$ cat config.mk
export PLATFORM = sky130hd
export DESIGN_NAME = ex_mem_stage
export DESIGN_NICKNAME = d
export VERILOG_FILES = /design/src/rtl/ex_mem_stage.sv
export SDC_FILE = /design/constraint.sdc
export NUM_CORES = 1
export LEC_CHECK = 0
export BUFFER_PORTS_ARGS = -buffer_cell sky130_fd_sc_hd__buf_2
export CORE_ASPECT_RATIO = 0.75
export CORE_MARGIN = 2
export CORE_UTILIZATION = 55
export DETAILED_ROUTE_END_ITERATION = 6
export PLACE_DENSITY = 0.85
export SLEW_MARGIN = 20
export SYNTH_ARGS = -nofsm -noshare
export SYNTH_HDL_FRONTEND = slang
export SYNTH_SLANG_ARGS = --single-unit
$ cat constraint.sdc
create_clock -name clk -period 2.9 [get_ports clk]
set_input_delay 0.435 -clock clk [delete_from_list [all_inputs] [get_ports clk]]
set_output_delay 0.435 -clock clk [all_outputs]
set_load 0.02 [all_outputs]
$ cat src/rtl/ex_mem_stage.sv
// EX/MEM pipeline register with branch/jump resolution.
// It holds one decoded execute bundle for the memory stage. When a taken,
// aligned control transfer is accepted, it raises redirect_valid for one
// cycle, and it squashes the wrong-path bundle offered during that cycle.
module ex_mem_stage #(
  parameter int DATA_WIDTH     = 32,
  parameter int REG_ADDR_WIDTH = 5
) (
  input  logic                      clk,
  input  logic                      rst_n,
  input  logic                      in_valid,
  output logic                      in_ready,
  input  logic [DATA_WIDTH-1:0]     in_pc,
  input  logic [DATA_WIDTH-1:0]     in_imm,
  input  logic [DATA_WIDTH-1:0]     in_alu_result,
  input  logic [DATA_WIDTH-1:0]     in_rs2_data,
  input  logic                      in_alu_zero,
  input  logic [6:0]                in_opcode,
  input  logic [2:0]                in_funct3,
  input  logic [REG_ADDR_WIDTH-1:0] in_rd,
  input  logic                      in_reg_write,
  output logic                      out_valid,
  input  logic                      out_ready,
  output logic [DATA_WIDTH-1:0]     out_result,
  output logic [DATA_WIDTH-1:0]     out_store_data,
  output logic [2:0]                out_funct3,
  output logic [REG_ADDR_WIDTH-1:0] out_rd,
  output logic                      out_reg_write,
  output logic                      out_mem_read,
  output logic                      out_mem_write,
  output logic                      out_misaligned,
  output logic                      redirect_valid,
  output logic [DATA_WIDTH-1:0]     redirect_pc
);

  localparam logic [6:0] OP_BRANCH = 7'b1100011;
  localparam logic [6:0] OP_JAL    = 7'b1101111;
  localparam logic [6:0] OP_JALR   = 7'b1100111;
  localparam logic [6:0] OP_LOAD   = 7'b0000011;
  localparam logic [6:0] OP_STORE  = 7'b0100011;

  logic                      r_out_valid;
  logic [DATA_WIDTH-1:0]     r_out_result;
  logic [DATA_WIDTH-1:0]     r_out_store_data;
  logic [2:0]                r_out_funct3;
  logic [REG_ADDR_WIDTH-1:0] r_out_rd;
  logic                      r_out_reg_write;
  logic                      r_out_mem_read;
  logic                      r_out_mem_write;
  logic                      r_out_misaligned;
  logic                      r_redirect_valid;
  logic [DATA_WIDTH-1:0]     r_redirect_pc;

  logic                      w_in_ready;
  logic                      w_accept;
  logic                      w_is_branch;
  logic                      w_is_jal;
  logic                      w_is_jalr;
  logic                      w_is_load;
  logic                      w_is_store;
  logic                      w_taken;
  logic [DATA_WIDTH-1:0]     w_target;
  logic                      w_misaligned;
  logic                      w_redirect;
  logic                      w_reg_write;
  logic [DATA_WIDTH-1:0]     w_result;

  assign w_in_ready = !r_out_valid || out_ready;
  // A bundle offered while a redirect is being issued is on the wrong path.
  // It is dropped, and the held entry is left alone.
  assign w_accept   = in_valid && w_in_ready && !r_redirect_valid;

  // Decode the incoming bundle and resolve the control transfer it carries.
  always_comb begin
    w_is_branch  = (in_opcode == OP_BRANCH);
    w_is_jal     = (in_opcode == OP_JAL);
    w_is_jalr    = (in_opcode == OP_JALR);
    w_is_load    = (in_opcode == OP_LOAD);
    w_is_store   = (in_opcode == OP_STORE);
    w_taken      = (w_is_branch && in_alu_zero) || w_is_jal || w_is_jalr;
    w_target     = in_pc + in_imm;
    if (w_is_jalr) begin
      w_target = {in_alu_result[DATA_WIDTH-1:1], 1'b0};
    end
    w_misaligned = w_taken && (w_target[1:0] != 2'b00);
    w_redirect   = w_taken && !w_misaligned;
    w_result     = in_alu_result;
    if (w_is_jal || w_is_jalr) begin
      w_result = in_pc + DATA_WIDTH'(4);
    end
    w_reg_write  = in_reg_write && (in_rd != '0) && !w_is_branch
                   && !w_is_store && !w_misaligned;
  end

  // Pipeline register: load on accept, empty on drain, otherwise hold.
  // The redirect register is loaded only when a bundle is accepted, so a
  // stalled entry cannot raise redirect_valid a second time.
  always_ff @(posedge clk or negedge rst_n) begin
    if (!rst_n) begin
      r_out_valid      <= 1'b0;
      r_out_result     <= '0;
      r_out_store_data <= '0;
      r_out_funct3     <= '0;
      r_out_rd         <= '0;
      r_out_reg_write  <= 1'b0;
      r_out_mem_read   <= 1'b0;
      r_out_mem_write  <= 1'b0;
      r_out_misaligned <= 1'b0;
      r_redirect_valid <= 1'b0;
      r_redirect_pc    <= '0;
    end else begin
      r_redirect_valid <= w_accept && w_redirect;
      if (w_accept) begin
        r_out_valid      <= 1'b1;
        r_out_result     <= w_result;
        r_out_store_data <= in_rs2_data;
        r_out_funct3     <= in_funct3;
        r_out_rd         <= in_rd;
        r_out_reg_write  <= w_reg_write;
        r_out_mem_read   <= w_is_load;
        r_out_mem_write  <= w_is_store;
        r_out_misaligned <= w_misaligned;
        if (w_taken) begin
          r_redirect_pc <= w_target;
        end
      end else if (out_ready) begin
        r_out_valid <= 1'b0;
      end
    end
  end

  assign in_ready       = w_in_ready;
  assign out_valid      = r_out_valid;
  assign out_result     = r_out_result;
  assign out_store_data = r_out_store_data;
  assign out_funct3     = r_out_funct3;
  assign out_rd         = r_out_rd;
  assign out_reg_write  = r_out_reg_write;
  assign out_mem_read   = r_out_mem_read;
  assign out_mem_write  = r_out_mem_write;
  assign out_misaligned = r_out_misaligned;
  assign redirect_valid = r_redirect_valid;
  assign redirect_pc    = r_redirect_pc;

endmodule

After elaboration in Yosys (flattened, before gate mapping)
Index checks and enable logic that the tools add are counted.
{"block": "word_totals", "in_bits": 149, "output_inout_bits": 111, "ff_bits": 110, "wordCells": 45}
{"block": "classes", "n_reduce_logical": 23, "muxes": 4, "addsub": 2, "n_eq_ne": 5}
{"cell": "2-to-1 mux 32 bit", "n": 2}
{"cell": "adder 32 x 3 -> 32 bit, second input constant", "n": 1}
{"cell": "adder 32 bit", "n": 1}
{"cell": "equality test 7 bit, second input constant", "n": 3}
{"cell": "logical AND 1 bit", "n": 10}
{"cell": "equality test 7 x 2 -> 1 bit, second input constant", "n": 1}
{"cell": "equality test 7 x 6 -> 1 bit, second input constant", "n": 1}
{"cell": "zero test 1 bit", "n": 5}
{"cell": "nonzero test 5 bit", "n": 1}
{"cell": "logical OR 1 bit", "n": 4}
{"cell": "nonzero test 2 bit", "n": 2}
{"cell": "2-to-1 mux 1 bit", "n": 2}
{"cell": "AND reduction 2 bit", "n": 1}

Depth between registers and ports, before layout
{"block": "logic_depth", "depth_word": 8, "mapped_depth": 9, "depth_no_buf": 9}

Least setup slack after synthesis
No wires, ideal clock.
{"block": "synth_path", "path_type": "in2reg", "startpoint": "input port in_pc[0]", "endpoint": "register r_redirect_pc[8] (netlist: redirect_pc[8])", "path_buffers": 0, "required_ns": 2.823, "setup_ns": 0.077, "cell_stages": 9, "t_arrival_ns": 2.343, "path_slack_ns": 0.479, "path_cell_list": "ha_1 > fa_1 > a21oi_1 > nor2_1 > o21a_1 > o21a_1 > o21ai_0 > or3b_2 > a21oi_1"}
{"block": "synth_via", "elab_chain_len": 2}
{"element": "from (decl)", "line": "13", "text": "input logic [DATA_WIDTH-1:0] in_pc,"}
{"element": "adder 32 bit", "line": "81", "text": "w_target = in_pc + in_imm;"}
{"element": "2-to-1 mux 32 bit", "line": "82", "text": "if (w_is_jalr) begin"}
{"element": "to (signal assigned)", "line": "124", "text": "r_redirect_pc <= w_target;"}
{"element": "to (decl)", "line": "52", "text": "logic [DATA_WIDTH-1:0] r_redirect_pc;"}
No other way between the ends.
A chain may end at the register's enable or synchronous reset.

Worst setup path after layout
{"block": "layout_path", "startpoint": "input port in_pc[0]", "endpoint": "register r_redirect_pc[26] (netlist: redirect_pc[26])"}
The elaborated chain is that of the path after synthesis.

==> results_dict.tcl <==
set metrics [dict create \
    ff2ff_setup_slack_ns 0.73 \
    synth_seq_cells 110 \
    initial_core_util_pct 55.72 \
    grt_overflow_total 0 \
    power_uw 4778 \
    min_period_over_period_pct 86.42 \
    drt_iter0_markers 660 \
    wl_um 24700 \
    path_buf_inv 1 \
    power.density_mw_per_mm2 532.2 \
    antenna_found_initial 0 \
    cp.arrival_ns 2.75 \
    nNetsFinal 1337 \
    worstMarginPinSlew_ns 0.6151 \
    fmax_mhz 399.0 \
    async_flop_share_pct 100.0 \
    cpPeakStageDelay_ns 0.41 \
    synthesis.nets 1092 \
    period_needed_ns 2.506 \
    maxCapViolCount 0 \
    die_h_um 102.8 \
    setup-tns-final_ns 0 \
    skew_ns 0.006464 \
    grt_pass1_vias 6748 \
    start_kind "input pin" \
    syn_area_mm2 0.007153 \
    place.gp.congestion 0.9785 \
    final_antenna_net_count 0 \
    drc 0 \
    synth_edf_count 0 \
    cpMaxStageDelayCell "fa_1" \
    htree_levels 3 \
    core_mm2 0.01284 \
    grt_pass1_wl_um 37230 \
    worst_hold_path_type "input pin to asynchronous set/reset pin" \
    worstPathCellList "buf_2 -> ha_1 -> fa_1 -> a21oi_1 -> nor2_1 -> o211ai_1 -> a21oi_1 -> o21ai_1 -> mux2_2 -> and3_1" \
    ir_drop_uv 317.8 \
    final_cell_count_no_fill 1332 \
    reg2reg_to "redirect_pc[26]" \
    status "finished clean" \
    p_leak_uw 0.004556 \
    criticalPathCategory "input pin to flip-flop" \
    insertion_delay_ns 0.35 \
    dp_hpwl_um 19660 \
    cts_root_buf "clkbuf_16" \
    swShare_pct 38.11 \
    power.net_switching_uw 1821 \
    path_clk_slew_ns 0.08 \
    comb_power_share_pct 33.3 \
    seqPwrFrac_pct 39.9 \
    track_usage_pct 34.76 \
    first_pass_iters 5 \
    synth-main-ff-cell "dfrtp_1" \
    numCtsBuffers 9 \
    power.share.clock_pct 26.8 \
    seq_area_frac_synth_pct 38.48 \
    cts_setup_buffers 0 \
    vias_per_cell 5.819 \
    drv_slew 0 \
    reg2reg_depth 7 \
    design_area_mm2 0.008979 \
    layout-drive-gt1-share_pct 26.55 \
    wl_per_cell_um 18.54 \
    critPathRequiredTime_ns 3.15 \
    internal-power_uw 2957 \
    synth.distinct_cells 63 \
    cpMostUsedCell "a21oi_1" \
    dieArea_mm2 0.01394 \
    rr_startpoint "out_valid" \
    dpl-instance-area_mm2 0.008667 \
    ctsResizeCount 0 \
    ios 260 \
    fill_cells 1103 \
    dp.cells 1315 \
    cp-end-kind "flip-flop" \
    rows 36 \
    postSynthCellCount 910 \
    via_count 7751 \
    cp_max_fo 4 \
    crit_path_start "in_pc[0]" \
    port_buffers 259 \
    cp_top_family "compound AO/OA/AOI/OAI gates" \
    cts_tree "built" \
    syn_area_per_cell_um2 7.861 \
    rsz0062_at_grt "false" \
    max-clock-path-buffers 2 \
    ys.warnings.count 0 \
    grt_max_degree 64 \
    setup_violations 0 \
    cts_hold_buf 0 \
    clock_sinks 110 \
    max_slew_margin_pct 58.68 \
    finalHoldViolCount 0 \
    area_growth_pct 25.52 \
    die_w_um 135.7 \
    setup.worst_path.end "redirect_pc[26]" \
    crit_cells 10 \
]
==> layout make-up <==
cell class | count | area (um2) | share of cell area (%)
multi-input combinational | 740 | 4163 | 46.36
sequential | 110 | 2753 | 30.66
timing repair buffer | 281 | 1489 | 16.58
clock buffer | 9 | 225.2 | 2.508
tap | 171 | 214.0 | 2.383
clock inverter | 7 | 83.83 | 0.9337
inverter | 13 | 48.80 | 0.5435
antenna | 1 | 2.502 | 0.02787
==> power groups by stage <==
stage               clock, uW  combinational [uW]  sequential (uW)
floorplan                   0                 637             2210
global placement            0                1560             1920
detailed placement          0                1580             1930
CTS                      1290                1580             1900
global route             1350                1740             1930
finish                   1280                1590             1910
==> Yosys cell counts, types with 4 or more instances <==
cell type / count / share of area [%]
nand3b_1: 4 / 0.42
o21ai_0: 65 / 4.5
or4_1: 5 / 0.52
a21o_1: 12 / 1.3
nand2_1: 227 / 12
o2111ai_1: 4 / 0.49
o21bai_1: 5 / 0.52
o211ai_1: 7 / 0.73
a21oi_1: 79 / 5.5
and3_1: 11 / 0.96
xor2_1: 17 / 2.1
buf_2: 11 / 0.77
xnor2_1: 22 / 2.7
o21ai_1: 9 / 0.63
dfrtp_1: 110 / 38
a211oi_1: 8 / 0.84
o21a_1: 9 / 0.94
a31oi_1: 13 / 1.1
and4_1: 6 / 0.73
nand2b_1: 4 / 0.35
nand4_1: 14 / 1.2
ha_1: 32 / 5.6
clkbuf_1: 29 / 1.5
nor3_1: 18 / 1.3
nand3_1: 32 / 2.2
nor2b_1: 5 / 0.44
nor2_1: 73 / 3.8
o31ai_1: 6 / 0.63
inv_1: 13 / 0.68
buf_1: 5 / 0.26
or3_1: 9 / 0.79
mux2i_1: 10 / 1.4
==> cells in the final DEF, fill, tap and decap left out, types with 21 or more instances in the layout <==
| cell type | n |
|---|---|
| nand3_1 | 32 |
| o21ai_0 | 64 |
| ha_1 | 32 |
| buf_2 | 258 |
| dfrtp_1 | 110 |
| xnor2_1 | 22 |
| nand2_1 | 227 |
| nor2_1 | 72 |
| a21oi_1 | 79 |
| buf_4 | 21 |
==> layer usage <==
layer,vias up,global-route usage [%],wire length (um)
li1,3685,-,-
met1,3634,51.67,10840
met2,407,52.56,10930
met3,25,8.014,2597
met4,0,6.651,325
met5,-,0,0
==> per-stage QoR <==
stage / util (%) / hold slack, ns / worst slack [ns]
2_1_floorplan: - / 0.1394 / 0.4795
3_3_place_gp: 67.51 / 0.4512 / 0.1974
3_5_place_dp: 67.51 / 0.4553 / 0.1043
4_1_cts: 69.92 / 0.07542 / 0.4513
5_1_grt: 69.92 / 0.09420 / 0.2832
6_report: 69.94 / 0.05985 / 0.3940
==> worst min-delay path by stage <==
| stage | from | endpoint | slack [ns] |
|---|---|---|---|
| 2_1_floorplan | rst_n | out_funct3[0] | 0.14 |
| 3_3_place_gp | rst_n | out_store_data[30] | 0.45 |
| 3_5_place_dp | rst_n | out_store_data[30] | 0.46 |
| 4_1_cts | rst_n | out_store_data[30] | 0.08 |
| 5_1_grt | rst_n | out_store_data[30] | 0.09 |
| 6_report | rst_n | out_store_data[30] | 0.06 |
==> kinds of logic (layout without fill, tap and decap cells) <==
group | count (synthesis) | in the layout | share of synthesized area, %
compound gates | 239 | 239 | 20.01
xor+xnor | 39 | 39 | 4.775
fa+ha+maj | 33 | 33 | 5.877
buf+inv | 60 | 310 | 3.498
flops | 110 | 110 | 38.48
mux | 11 | 11 | 1.557
other cells | 0 | 1 | 0
simple gates | 418 | 418 | 25.80
==> state kept, by name, indices dropped and copies added (netlist names) <==
| signal | cells |
|---|---|
| out_result | 32 |
| out_store_data | 32 |
| redirect_pc | 32 |
| out_rd | 5 |
| out_funct3 | 3 |
| out_mem_read | 1 |
| out_mem_write | 1 |
| out_misaligned | 1 |
| out_reg_write | 1 |
| out_valid | 1 |
| redirect_valid | 1 |
Note: power is estimated with default switching activity, not from simulation.
